===== src/rtl/mem_defs.sv =====
// Shared definitions for the memory arbiter and the cache controllers that talk to it.
package mem_defs;

  localparam int DEF_ADDR_W = 6;
  localparam int DEF_DATA_W = 32;

  typedef enum logic [1:0] {
    IDLE    = 2'd0,
    GRANT_I = 2'd1,
    GRANT_D = 2'd2,
    RELEASE = 2'd3
  } arb_state_t;

  localparam logic GRANT_I_SIDE = 1'b0;
  localparam logic GRANT_D_SIDE = 1'b1;

  function automatic arb_state_t grant_state(input logic side);
    return (side == GRANT_D_SIDE) ? GRANT_D : GRANT_I;
  endfunction

endpackage


===== src/rtl/mem_arbiter_rr_picker.sv =====
// Two-input round-robin selector: a lone requester wins, a tie goes to the side not granted last.
module rr_picker
  import mem_defs::*;
(
  input  logic req_i,
  input  logic req_d,
  input  logic last_grant,
  output logic valid,
  output logic side
);

  always_comb begin
    valid = req_i | req_d;
    if (req_i && req_d) begin
      side = (last_grant == GRANT_I_SIDE) ? GRANT_D_SIDE : GRANT_I_SIDE;
    end else begin
      side = req_d ? GRANT_D_SIDE : GRANT_I_SIDE;
    end
  end

endmodule


===== src/rtl/mem_arbiter.sv =====
// Shares one main-memory port between the I-cache and D-cache refill paths, one transaction at a time.
//
//   state   | meaning
//   --------+---------------------------------------------------------------
//   IDLE    | no transaction; pick a requester on the next edge
//   GRANT_I | I-side read in flight on the memory port
//   GRANT_D | D-side read or write in flight on the memory port
//   RELEASE | one cycle: served side sees busywait low and valid readdata
module mem_arbiter
  import mem_defs::*;
#(
  parameter int ADDR_W = DEF_ADDR_W,
  parameter int DATA_W = DEF_DATA_W
) (
  input  logic              CLK,
  input  logic              RESET,
  input  logic              i_read,
  input  logic [ADDR_W-1:0] i_address,
  output logic [DATA_W-1:0] i_readdata,
  output logic              i_busywait,
  input  logic              d_read,
  input  logic              d_write,
  input  logic [ADDR_W-1:0] d_address,
  input  logic [DATA_W-1:0] d_writedata,
  output logic [DATA_W-1:0] d_readdata,
  output logic              d_busywait,
  output logic              mem_read,
  output logic              mem_write,
  output logic [ADDR_W-1:0] mem_address,
  output logic [DATA_W-1:0] mem_writedata,
  input  logic [DATA_W-1:0] mem_readdata,
  input  logic              mem_busywait
);

  arb_state_t state, state_nxt;
  logic       last_grant;
  logic       issued;
  logic       i_req, d_req;
  logic       pick_valid, pick_side;
  logic       in_grant;
  logic       mem_done;

  assign i_req    = i_read;
  assign d_req    = d_read | d_write;
  assign in_grant = (state == GRANT_I) || (state == GRANT_D);
  // issued masks the stale busywait the memory shows on the cycle the strobe first appears
  assign mem_done = issued && !mem_busywait;

  rr_picker u_picker (
    .req_i      (i_req),
    .req_d      (d_req),
    .last_grant (last_grant),
    .valid      (pick_valid),
    .side       (pick_side)
  );

  always_ff @(posedge CLK or negedge RESET) begin
    if (!RESET) state <= IDLE;
    else        state <= state_nxt;
  end

  always_comb begin
    state_nxt = state;
    case (state)
      IDLE:             if (pick_valid) state_nxt = grant_state(pick_side);
      GRANT_I, GRANT_D: if (mem_done)   state_nxt = RELEASE;
      RELEASE:          state_nxt = IDLE;
      default:          state_nxt = IDLE;
    endcase
  end

  always_ff @(posedge CLK or negedge RESET) begin
    if (!RESET) begin
      last_grant    <= GRANT_I_SIDE;
      issued        <= 1'b0;
      mem_read      <= 1'b0;
      mem_write     <= 1'b0;
      mem_address   <= '0;
      mem_writedata <= '0;
      i_readdata    <= '0;
      d_readdata    <= '0;
    end else if (in_grant) begin
      if (!issued) begin
        issued <= 1'b1;
      end else if (!mem_busywait) begin
        mem_read  <= 1'b0;
        mem_write <= 1'b0;
        if (mem_read) begin
          if (state == GRANT_D) d_readdata <= mem_readdata;
          else                  i_readdata <= mem_readdata;
        end
      end
    end else begin
      issued <= 1'b0;
      if (state == IDLE && pick_valid) begin
        last_grant <= pick_side;
        if (pick_side == GRANT_D_SIDE) begin
          // read and write together is treated as a write
          mem_address   <= d_address;
          mem_writedata <= d_writedata;
          mem_write     <= d_write;
          mem_read      <= !d_write;
        end else begin
          mem_address   <= i_address;
          mem_writedata <= '0;
          mem_write     <= 1'b0;
          mem_read      <= 1'b1;
        end
      end
    end
  end

  // busywait is forced low under reset so a held request does not stall the cache
  assign i_busywait = RESET && i_req && !(state == RELEASE && last_grant == GRANT_I_SIDE);
  assign d_busywait = RESET && d_req && !(state == RELEASE && last_grant == GRANT_D_SIDE);

endmodule


===== config.mk =====
export PLATFORM = sky130hd
export DESIGN_NAME = mem_arbiter
export DESIGN_NICKNAME = d
export VERILOG_FILES = /design/src/rtl/mem_defs.sv /design/src/rtl/mem_arbiter_rr_picker.sv /design/src/rtl/mem_arbiter.sv
export SDC_FILE = /design/constraint.sdc
export NUM_CORES = 1
export LEC_CHECK = 0
export BUFFER_PORTS_ARGS = -buffer_cell sky130_fd_sc_hd__buf_2
export CAP_MARGIN = 20
export CORE_MARGIN = 2
export CORE_UTILIZATION = 43
export CTS_CLUSTER_SIZE = 12
export DETAILED_ROUTE_END_ITERATION = 7
export GPL_ROUTABILITY_DRIVEN = 0
export PLACE_DENSITY = 0.73
export RECOVER_POWER = 50
export SLEW_MARGIN = 25
export SYNTH_ARGS = -nofsm -noshare
export SYNTH_HDL_FRONTEND = slang
export SYNTH_HIERARCHICAL = 1
export SYNTH_SLANG_ARGS = --single-unit

===== constraint.sdc =====
create_clock -name CLK -period 1.83 [get_ports CLK]
set_clock_uncertainty 0.1 [all_clocks]
set_input_delay 0.4575 -clock CLK [delete_from_list [all_inputs] [get_ports CLK]]
set_output_delay 0.4575 -clock CLK [all_outputs]
set_load 0.1 [all_outputs]

==> results.ini <==
[worst_setup_path]
critPathLaunchType=register
crit_path_end_kind=output pin
critPathMaxStageDelay_ns=0.41
cp_cell_sequence=buf_6, ha_4, nand2_2, and3_4, buf_12
required_ns=1.27
crit_type=register to output pin
path_max_fanout=2
critPathTopFamily=flip-flops
cp.arrival_ns=1.45
r2r_cells=6
path_depth=5
slowest_stage=dfrtp_1
crit_buf_inv=2

[yosys]
syn_inst=340
yosysWarnings=6
netlist_area_um2=4430
synth_top_area_share_pct=61.0
synth_nets=426
yosys.area.top_type=dfrtp_1
synthTopCellsByArea=dfrtp_1, mux2_4, mux2_2
ys_types=26
ys_ff_latch=108
syn_area_per_cell_um2=13.0
seq_area_frac_synth_pct=61.0

[run_status]
status=finished, violations left
violations=setup timing

[timing]
min_period_ns=2.01
setup_viol=97
finalHoldViolCount=0
setup_ws_ns=-0.178
fin_crit_sh_pct=110
hold-worst-slack_ns=0.227
worst_pin_slew_ns=0.880
slew_viol_final=0
slew_headroom_pct=41.4
fmax_mhz=498
rsz0062_at_grt=true

[clocking]
path_clk_slew_ns=0.09
clockBufferDepth=2
cts-root-buf=clkbuf_8
clk_latency_ns=0.35
htreeDepth=3
cts_tree=yes
cts_sinks=108
cts_buffers=9

[cells_and_area]
num-nets-final=635
final_area_um2=6110
drive_gt1_share_pct=55.0
syn2layout_area_growth_pct=37.9
n_antenna_cell=0

[drt]
wl_mm=10.2
drc=0
num_vias=3266
ant_nets=0
via_per_inst=4.74
routedWlPerCell_um=14.8
first_iter_violations=61
dr.pass1.iters=4

[floorplanning]
dieHeight_um=106
die_x_um=106
dieArea_um2=11100
coreArea_um2=10200
ios=188
num_rows=37
initial_core_util_pct=43.5

[global_routing]
grt_pass1_vias=3341
grtUsageTotal_pct=19.0
grt_max_degree=38
antenna_found_initial=0
grt_overflow=0
grt_pass1_wl_mm=16.7

[placement]
placedInstanceArea_um2=5730
hpwl_mm=7.50
pre_cts_slack_ns=-0.112
io_buffers=187

[min_path]
min_path_type=input pin to async pin

[run]
cap_violations=0

cells by family after synthesis:
logic type	synth area share [%]
flip-flops	61.0
buffers and inverters	3.47
adder cells (fa/ha/maj)	1.13
AND/OR/NAND/NOR	8.21
AO/OA/AOI/OAI	5.31
multiplexers	20.9
sequential cells by signal (all words and copies together) (netlist names):
name / count
state: 2
last_grant: 1
mem_read: 1
mem_address: 6
i_readdata: 32
d_readdata: 32
issued: 1
mem_writedata: 32
mem_write: 1
per-layer routing:
metal	vias up	global-route usage (%)	part of all wire, %
li1	1551	-	-
met1	1560	25.3	45
met2	146	31.2	47
met3	9	3.46	6.6
met4	0	6.77	1.3
met5	-	0	0
synth_stat cells:
| library cell | instances |
|---|---|
| inv_1 | 4 |
| ha_1 | 4 |
| nand2b_1 | 2 |
| and3_1 | 1 |
| or2_1 | 1 |
| mux2_2 | 34 |
| dfrtp_1 | 108 |
| nand3_2 | 1 |
| clkbuf_1 | 10 |
| mux2_1 | 3 |
| and3b_4 | 1 |
| a2bb2o_1 | 1 |
| mux2_4 | 30 |
| o21ai_0 | 39 |
| and3b_1 | 1 |
| a21oi_1 | 3 |
| nand2_1 | 75 |
| nand3b_1 | 1 |
| buf_6 | 1 |
| a21boi_1 | 1 |
| a21o_1 | 1 |
| nor2b_1 | 2 |
| buf_12 | 3 |
| or2_2 | 1 |
| mux2i_1 | 6 |
| buf_2 | 6 |
layout by cell type, fill, tap and decap left out, types with 3 or more instances in the layout:
master | netlist | layout
buf_2 | 6 | 183
dfrtp_1 | 108 | 107
nand2_1 | 75 | 74
mux2_2 | 34 | 33
mux2_4 | 30 | 31
o21ai_0 | 39 | 30
buf_4 | 0 | 14
o21ai_1 | 0 | 9
clkbuf_8 | 0 | 9
buf_12 | 3 | 8
mux2i_1 | 6 | 6
inv_1 | 4 | 4
bufinv_16 | 0 | 4
buf_6 | 1 | 4
mux2_1 | 3 | 3
ha_1 | 4 | 3
clkbuf_4 | 0 | 3
through the flow:
| stage | util, % | setup TNS, ns | cells |
|---|---|---|---|
| floorplan | - | -1.51 | 340 |
| global route | 60.0 | -14.94 | 689 |
| detailed placement | 56.3 | -6.99 | 668 |
| global placement | 56.3 | -2.36 | 668 |
| finish | 60.0 | -7.53 | 689 |
| CTS | 59.6 | -6.87 | 687 |
repair_timing:
| item | CTS | global route |
|---|---|---|
| setup endpoints to repair | 67 | 101 |
| setup buffers | 2 | 0 |
| gates cloned | 1 | 2 |
| resized for setup | 12 | 9 |
| hold endpoints to repair | 7 | 0 |
| pin swaps | 0 | 1 |
| hold buffers | 1 | 0 |
worst paths after layout:
kind / startpoint / slack [ns] / to
max: state[1]$_DFFE_PN0P_ / -0.18 / d_busywait
min: RESET / 0.23 / d_readdata[2]$_DFFE_PN0P_
max reg2reg: state[1]$_DFFE_PN0P_ / -0.16 / i_readdata[29]$_DFFE_PN0P_
min reg2reg: mem_writedata[3]$_DFFE_PN0P_ / 0.39 / mem_writedata[3]$_DFFE_PN0P_
max in group asynchronous: RESET / 0.33 / i_readdata[26]$_DFFE_PN0P_
min in group CLK: d_writedata[17] / 0.23 / mem_writedata[17]$_DFFE_PN0P_
worst register-to-register path: cells and delay by family (launching register included):
kind	cells	cell delay, ns
adder cells (fa/ha/maj)	1	0.30
buffers and inverters	2	0.25
flip-flops	1	0.38
AND/OR/NAND/NOR	2	0.51
multiplexers	1	0.34
cell type report:
| type | instances | area (µm²) |
|---|---|---|
| sequential | 108 | 2700 |
| fill | 841 | 4070 |
| clock buffer | 10 | 128 |
| multi-input combinational | 208 | 1630 |
| timing repair buffer | 218 | 1350 |
| clock inverter | 5 | 125 |
| tap | 136 | 170 |
| inverter | 4 | 15.0 |
Power is not shown: default switching activity piles up to over one toggle a cycle in this logic, so the estimate is an artifact.
